<file path="src/rtl/pwm_ramp_ctrl_if.sv">
// rtl/pwm_ramp_ctrl_if.sv - ramp command handshake between host logic and pwm_ramp_ctrl
interface pwm_ramp_ctrl_if #(
  parameter int N = 4,
  parameter int D = 16
);
  logic         cmd_valid;
  logic         cmd_ready;
  logic [N-1:0] cmd_target;
  logic [D-1:0] cmd_interval;
  logic         abort;

  // Host side issues commands and aborts
  modport master (
    output cmd_valid,
    output cmd_target,
    output cmd_interval,
    output abort,
    input  cmd_ready
  );

  // Controller side accepts commands
  modport slave (
    input  cmd_valid,
    input  cmd_target,
    input  cmd_interval,
    input  abort,
    output cmd_ready
  );
endinterface

</file>
<file path="src/rtl/pwm_ramp_ctrl.sv">
// rtl/pwm_ramp_ctrl.sv - steps a PWM duty value toward a commanded target at period boundaries
module pwm_ramp_ctrl #(
  parameter int N = 4,
  parameter int D = 16
) (
  input  logic          clk,
  input  logic          reset,
  pwm_ramp_ctrl_if.slave cmd,
  output logic [N-1:0]  w,
  output logic          period_start,
  output logic          busy,
  output logic          done
);

  typedef enum logic [0:0] {
    IDLE = 1'b0,
    RAMP = 1'b1
  } state_t;

  localparam logic [N-1:0] CNT_LAST = '1;
  localparam logic [N-1:0] W_ONE    = {{(N-1){1'b0}}, 1'b1};
  localparam logic [D-1:0] IVL_ONE  = {{(D-1){1'b0}}, 1'b1};

  state_t       state;
  logic [N-1:0] period_cnt;
  logic [N-1:0] tgt;
  logic [D-1:0] ivl;
  logic [D-1:0] ivl_cnt;
  logic         ready_q;
  logic [N-1:0] w_next;
  logic [D-1:0] ivl_in;

  assign cmd.cmd_ready = ready_q;

  // Boundary is the last cycle of the period, matching the PWM channel's counter
  assign period_start = (period_cnt == CNT_LAST);

  // Candidate stepped duty: one unit toward the target, never past it
  always_comb begin
    w_next = w;
    if (w < tgt) begin
      w_next = w + W_ONE;
    end else if (w > tgt) begin
      w_next = w - W_ONE;
    end
  end

  // An interval of zero would never step, so it is clamped to one period
  assign ivl_in = (cmd.cmd_interval == '0) ? IVL_ONE : cmd.cmd_interval;

  // Free-running period counter kept in phase with the PWM counter
  always_ff @(posedge clk) begin
    if (reset) begin
      period_cnt <= '0;
    end else begin
      period_cnt <= period_cnt + W_ONE;
    end
  end

  // Ramp sequencer: command acceptance, interval counting, duty stepping and abort
  always_ff @(posedge clk) begin
    if (reset) begin
      state   <= IDLE;
      w       <= '0;
      tgt     <= '0;
      ivl     <= IVL_ONE;
      ivl_cnt <= '0;
      ready_q <= 1'b1;
      busy    <= 1'b0;
      done    <= 1'b0;
    end else begin
      done <= 1'b0;
      case (state)
        IDLE: begin
          ready_q <= 1'b1;
          busy    <= 1'b0;
          if (cmd.cmd_valid) begin
            tgt     <= cmd.cmd_target;
            ivl     <= ivl_in;
            ivl_cnt <= '0;
            if (cmd.cmd_target == w) begin
              done <= 1'b1;
            end else begin
              state   <= RAMP;
              ready_q <= 1'b0;
              busy    <= 1'b1;
            end
          end
        end
        RAMP: begin
          if (cmd.abort) begin
            // Abort wins even on a step edge; the duty freezes where it is
            state   <= IDLE;
            ready_q <= 1'b1;
            busy    <= 1'b0;
          end else if (period_start) begin
            if (ivl_cnt == ivl - IVL_ONE) begin
              ivl_cnt <= '0;
              w       <= w_next;
              if (w_next == tgt) begin
                done    <= 1'b1;
                state   <= IDLE;
                ready_q <= 1'b1;
                busy    <= 1'b0;
              end
            end else begin
              ivl_cnt <= ivl_cnt + IVL_ONE;
            end
          end
        end
        default: begin
          state   <= IDLE;
          ready_q <= 1'b1;
          busy    <= 1'b0;
        end
      endcase
    end
  end

endmodule

</file>
<file path="src/flat_wrapper.sv">
// flat-port wrapper written by rule: the top's interface ports become plain ports
module pwm_ramp_ctrl_flat 
#(
  parameter int N = 4,
  parameter int D = 16
)
  (clk, reset, w, period_start, busy, done, cmd_cmd_valid, cmd_cmd_target, cmd_cmd_interval, cmd_abort, cmd_cmd_ready);
  pwm_ramp_ctrl_if #(.N(N), .D(D)) cmd_i ();
  input  logic clk;
  input  logic reset;
  output logic [N-1:0] w;
  output logic period_start;
  output logic busy;
  output logic done;
  input wire logic [$bits(cmd_i.cmd_valid)-1:0] cmd_cmd_valid;
  input wire logic [$bits(cmd_i.cmd_target)-1:0] cmd_cmd_target;
  input wire logic [$bits(cmd_i.cmd_interval)-1:0] cmd_cmd_interval;
  input wire logic [$bits(cmd_i.abort)-1:0] cmd_abort;
  output wire logic [$bits(cmd_i.cmd_ready)-1:0] cmd_cmd_ready;
  assign cmd_i.cmd_valid = cmd_cmd_valid;
  assign cmd_i.cmd_target = cmd_cmd_target;
  assign cmd_i.cmd_interval = cmd_cmd_interval;
  assign cmd_i.abort = cmd_abort;
  assign cmd_cmd_ready = cmd_i.cmd_ready;
  pwm_ramp_ctrl #(.N(N), .D(D)) u_core (.clk(clk), .reset(reset), .cmd(cmd_i), .w(w), .period_start(period_start), .busy(busy), .done(done));
endmodule
</file>
<file path="config.mk">
export PLATFORM = sky130hd
export DESIGN_NAME = pwm_ramp_ctrl_flat
export DESIGN_NICKNAME = d
export VERILOG_FILES = /design/src/rtl/pwm_ramp_ctrl_if.sv /design/src/rtl/pwm_ramp_ctrl.sv /design/src/flat_wrapper.sv
export SDC_FILE = /design/constraint.sdc
export NUM_CORES = 1
export LEC_CHECK = 0
export ABC_AREA = 1
export CAP_MARGIN = 30
export CORE_ASPECT_RATIO = 1.4
export CORE_MARGIN = 4
export CORE_UTILIZATION = 28
export CTS_CLUSTER_SIZE = 14
export DETAILED_ROUTE_END_ITERATION = 6
export SLEW_MARGIN = 10
export SYNTH_ARGS = -nofsm -noshare
export SYNTH_HDL_FRONTEND = slang
export SYNTH_SLANG_ARGS = --single-unit
</file>
<file path="constraint.sdc">
create_clock -name clk -period 5.9 [get_ports clk]
set_input_delay 1.18 -clock clk [delete_from_list [all_inputs] [get_ports clk]]
set_output_delay 1.18 -clock clk [all_outputs]
set_load 0.02 [all_outputs]
</file>
==> results of run 1 <==
-- how the worst max path moves through the flow --
stage,end,slack [ns],from,cells past startpoint
2_1_floorplan,u_core.ivl_cnt[10],3.55,cmd_abort,7
3_3_place_gp,u_core.ivl_cnt[0],1.99,cmd_cmd_valid,6
3_5_place_dp,u_core.ivl_cnt[3],2.04,cmd_cmd_valid,7
4_1_cts,u_core.ivl_cnt[3],2.34,cmd_cmd_valid,7
5_1_grt,u_core.ivl_cnt[4],2.80,cmd_abort,8
6_report,u_core.ivl_cnt[3],2.94,cmd_abort,8
-- cell usage after synthesis, types with 8 or more instances --
library cell | count | area [sq um]
nand4_1 | 10 | 62.6
clkbuf_1 | 9 | 33.8
a21oi_1 | 36 | 180
xor2_1 | 14 | 123
nor2_1 | 55 | 206
nand3_1 | 44 | 220
dfxtp_1 | 48 | 961
nand2_1 | 137 | 514
a211oi_1 | 8 | 60.1
ha_1 | 9 | 113
nand3b_1 | 8 | 60.1
inv_1 | 55 | 206
o21ai_0 | 13 | 65.1
-- layer usage --
layer | GRT usage (%) | vias up
met1 | 15.0 | 1447
met4 | 5.62 | 0
met2 | 25.2 | 70
met5 | 0 | -
met3 | 2.13 | 17
li1 | - | 1683
-- layout make-up --
type | instances | area [sq um] | area share (%)
clock inverter | 3 | 42.5 | 1.11
multi-input combinational | 381 | 1970 | 51.3
clock buffer | 5 | 125 | 3.26
sequential | 48 | 961 | 25.0
inverter | 57 | 214 | 5.57
tap | 141 | 176 | 4.59
timing repair buffer | 34 | 353 | 9.19
-- kinds of logic after synthesis --
group / after synthesis / share of synthesized area [%]
xor gates and xnor gates: 20 / 5.92
and+or+nand+nor: 285 / 40.6
buffers and inverters: 69 / 8.19
adders and majority gates: 9 / 3.53
AOI/OAI and AO/OA: 67 / 11.6
DFF: 48 / 30.1
-- stage by stage --
step	power (mW)	instances	instance area [sq um]	utilization [%]	worst slack, ns
after global routing	0.892	669	3840	35.0	2.80
after detailed placement	0.521	660	3650	33.2	2.04
after global placement	0.518	659	3640	33.1	1.99
after floorplan	0.471	498	3190	-	3.55
after CTS	0.845	668	3810	34.7	2.34
final	0.839	669	3840	35.0	2.94
-- registers in the layout, indices dropped and copies added (netlist names) --
| name | count |
|---|---|
| u_core.busy | 1 |
| u_core.cmd.cmd_ready | 1 |
| u_core.done | 1 |
| u_core.ivl | 16 |
| u_core.ivl_cnt | 16 |
| u_core.period_cnt | 4 |
| u_core.state | 1 |
| u_core.tgt | 4 |
| u_core.w | 4 |
-- worst max-delay path: stages --
cell	delay (ns)
clkdlybuf4s50_1	0.46
nor2_1	0.07
nand2_1	0.31
inv_1	0.17
nor2_1	0.50
buf_4	0.27
nand2_1	0.06
a21oi_1	0.15
-- where the power goes --
part / internal (mW) / leakage (nW) / switching, mW
registers: 0.338 / 0.392 / 0.0136
clock network: 0.199 / 0.0798 / 0.123
logic: 0.0672 / 1.14 / 0.0988
total: 0.604 / 1.61 / 0.235
==> results.toml, run 1 <==
[run_status]
status = "complete, no violations"

[sta]
timing.fmax_ghz = 0.338
tightest_slew_ns = 0.597
slew_viol_final = 0
finalCriticalPeriod_ns = 2.96
hold_violations = 0
whs_ns = 0.452
tns_ns = 0
rsz0062_at_grt = "no"
fin_crit_sh_pct = 50.2
setup_viol_count_final = 0
fin_skew_ns = 0.00658
slew_headroom_pct = 60.0

[final_layout]
num-fill-cells = 1189
n_antenna_cell = 0
layout_common_cells = "nand2_1 (137), inv_1 (55), nor2_1 (55)"
layout_commonest_cell = "nand2_1"
synthToLayoutAreaGrowth_pct = 20.3
layout-drive-gt1-share_pct = 5.87
nets = 560

[hold_path]
min_to = "u_core.period_cnt[0]"
hp-class = "reg2reg"
whs_path_depth = 1
hold_path_startpoint = "u_core.period_cnt[0]"

[synthesis]
syn_area_sq_um = 3190
synth-edff-count = 0
avgSynthCellArea_sq_um = 6.41
synthCells = 498
synth_flop_cell = "dfxtp_1"
synth.net_count = 531
async_flop_share_pct = 0
synth.distinct_cells = 33
seq_area_frac_synth_pct = 30.1
ys_ff_latch = 48
synth-warning-count = 0

[worst_setup_path]
endpoint_kind = "flip-flop"
path_max_fanout = 9
cp.arrival_ns = 3.18
r2r_end = "u_core.ivl_cnt[3]"
critical_path_required_ns = 6.12
r2r_start = "u_core.ivl[0]"
rr_worst_depth = 13
critPathKind = "in2reg"
r2r_setup_slack_ns = 3.40
start_kind = "input pin"

[grt]
grt_max_degree = 37
grt_overflow = 0
grt_pass1_wl_mm = 14.8
grt_pass1_vias = 3183
grt_usage_pct = 13.5
antenna_found_initial = 0

[clocking]
tritoncts = "yes"
root_buffer = "clkbuf_16"
clockBufferDepth = 2
h-tree-depth = 2
cts_buffers = 5
clk_pin_slew_worst_paths_ns = 0.07
clock-sinks = 48
postCtsSetupRepairBufs = 0
clk_latency_ns = 0.29
post_cts_resized = 0
ctsHoldBuffers = 0

[floorplan]
fp-row-count = 45
start_util_pct = 29.1
die_h_microns = 134
die_area_sq_um = 13200
ioPinCount = 32
core_sq_um = 11000
die_x_microns = 98.2

[routing]
wl_per_cell_microns = 12.7
drt_iter0_drc = 121
drt-met1-wl_mm = 3.59
wl_met3_microns = 242
highest_layer = "met4"
wl_met2_mm = 4.43
dr.pass1.iters = 6
drt-total-wl_mm = 8.52
vias = 3217
via_per_inst = 4.81
drc = 0
detail-route-antenna-nets = 0

[flow_run]
cap_violations = 0

[pwr]
powerDensity_nw_per_um2 = 218
ir_worst_vdd_mv = 0.172
total_leakage_power_nw = 1.61

[place]
gp_congestion = 0.928
dpl.hpwl_mm = 6.86
portBuffers = 31
Power figures use the tool's default switching activity.
==> run 2, diff against run 1 <==
- clock period: 5.9 -> 2.8 ns (I/O delays scaled with it)
==> results.toml, run 2 (synthesized netlist as in run 1, its figures left out) <==
[sta]
finalCriticalPeriod_ns = 2.46
timing.fmax_ghz = 0.407
rsz0062_at_grt = "no"
tns_ns = 0
tightest_slew_ns = 0.944
whs_ns = 0.453
slew_headroom_pct = 36.9
setup_viol_count_final = 0
slew_viol_final = 0
fin_crit_sh_pct = 87.7
hold_violations = 0
fin_skew_ns = 0.00809

[place]
portBuffers = 31
gp_congestion = 0.877
dp_cells = 664
dpl.hpwl_mm = 6.91

[worst_setup_path]
critical_path_required_ns = 2.97
path_max_fanout = 10
r2r_end = "u_core.ivl_cnt[7]"
critPathSlowestCell = "dfxtp_1"
crit_path_frequent_cell = "nand2_1"
critPathMaxStageDelay_ns = 0.34
r2r_setup_slack_ns = 0.34
cp-endpoint = "u_core.ivl_cnt[7]"
start_kind = "flip-flop"
rr_worst_depth = 13
cp.arrival_ns = 2.62
critPathKind = "reg2reg"
worstPathCellList = "inv_1 > ha_1 > nand2_1 > o21ai_1 > nand3b_1 > nand2_1 > nand2_1 > nor2_1 > nand3_2 > nand2_1 > inv_2 > nand3_1 > a21oi_1"
timing.critical_path.from = "u_core.ivl[0]"
cp.depth = 13
crit_family = "simple AND/OR/NAND/NOR gates"
r2r_start = "u_core.ivl[0]"
endpoint_kind = "flip-flop"
crit_buf_inv = 2

[clocking]
postCtsSetupRepairBufs = 0
clk_pin_slew_worst_paths_ns = 0.07
h-tree-depth = 2
clock-sinks = 48
post_cts_resized = 0
root_buffer = "clkbuf_16"
ctsHoldBuffers = 0
tritoncts = "yes"
cts_buffers = 5
clockBufferDepth = 2
clk_latency_ns = 0.29

[pwr]
total_leakage_power_nw = 1.63
powerDensity_nw_per_um2 = 465
ir_worst_vdd_mv = 0.448

[run_status]
status = "complete, no violations"

[flow_run]
cap_violations = 0

[floorplan]
core_sq_um = 11000
die_h_microns = 134
fp-row-count = 45
start_util_pct = 29.1
die_x_microns = 98.2
ioPinCount = 32
die_area_sq_um = 13200

[grt]
grt_pass1_vias = 3225
grt_max_degree = 36
grt_usage_pct = 13.3
antenna_found_initial = 0
grt_pass1_wl_mm = 14.4
grt_overflow = 0

[final_layout]
layout-drive-gt1-share_pct = 6.40
synthToLayoutAreaGrowth_pct = 20.7
layout_common_cells = "nand2_1 (137), inv_1 (55), nor2_1 (55)"
final_cells = 672
n_antenna_cell = 0
layout_commonest_cell = "nand2_1"
num-fill-cells = 1165
nets = 563
largestRegisters = "u_core.ivl: 16 flops, u_core.ivl_cnt: 16 flops"

[routing]
via_per_inst = 4.83
drt-total-wl_mm = 8.60
vias = 3246
drt_iter0_drc = 139
wl_per_cell_microns = 12.8
dr.pass1.iters = 4
detail-route-antenna-nets = 0
drc = 0

[hold_path]
hp-class = "reg2reg"
[run 2: cell types whose count changed in the layout (fill, tap and decap cells not counted), sizes merged]
cell,delta
clkbuf,+1
clkinvlp,-1
buf,+3
[run 2: per-stage QoR]
stage	power, mW	util [%]	instance area, sq um	setup WS, ns
after floorplan	0.993	-	3190	0.675
after CTS	1.81	35.1	3850	0.345
after detailed placement	1.10	33.5	3680	0.363
after global routing	1.89	35.1	3850	0.149
after global placement	1.09	33.5	3680	0.408
final	1.79	35.1	3850	0.344
[run 2: worst reg2reg max path: cells and delay by family, from the launching register on]
kind,cells,cell delay (ns)
flops,1,0.34
compound gates,2,0.36
simple gates,8,1.03
fa+ha+maj,1,0.31
buf+inv,2,0.31
[run 2: worst min-delay path by stage]
stage	from	endpoint	slack, ns	cells past startpoint
2_1_floorplan	u_core.period_cnt[0]	u_core.period_cnt[0]	0.42	1
3_3_place_gp	u_core.period_cnt[0]	u_core.period_cnt[0]	0.43	1
3_5_place_dp	u_core.period_cnt[0]	u_core.period_cnt[0]	0.45	1
4_1_cts	u_core.period_cnt[0]	u_core.period_cnt[0]	0.46	1
5_1_grt	u_core.period_cnt[0]	u_core.period_cnt[0]	0.48	1
6_report	u_core.period_cnt[0]	u_core.period_cnt[0]	0.45	1
[run 2: power by group]
part	switching [mW]	internal [mW]
registers	0.0282	0.711
logic	0.207	0.137
clock network	0.261	0.447
[run 2: area by class of cell]
class / instances / area (sq um) / share of cell area (%)
Clock buffer: 6 / 139 / 3.60
Clock inverter: 2 / 38.8 / 1.01
Inverter: 57 / 214 / 5.55
Multi-Input combinational cell: 381 / 1970 / 51.1
Sequential cell: 48 / 961 / 24.9
Tap cell: 141 / 176 / 4.58
Timing Repair Buffer: 37 / 355 / 9.22
[run 2: layer usage]
layer	track usage [%]	wire, microns	share of wire, %	vias up
li1	-	-	-	1682
met1	13.9	3480	40	1469
met2	24.8	4460	52	74
met3	2.39	308	3.6	21
met4	7.14	349	4.1	0
met5	0	0	0	-
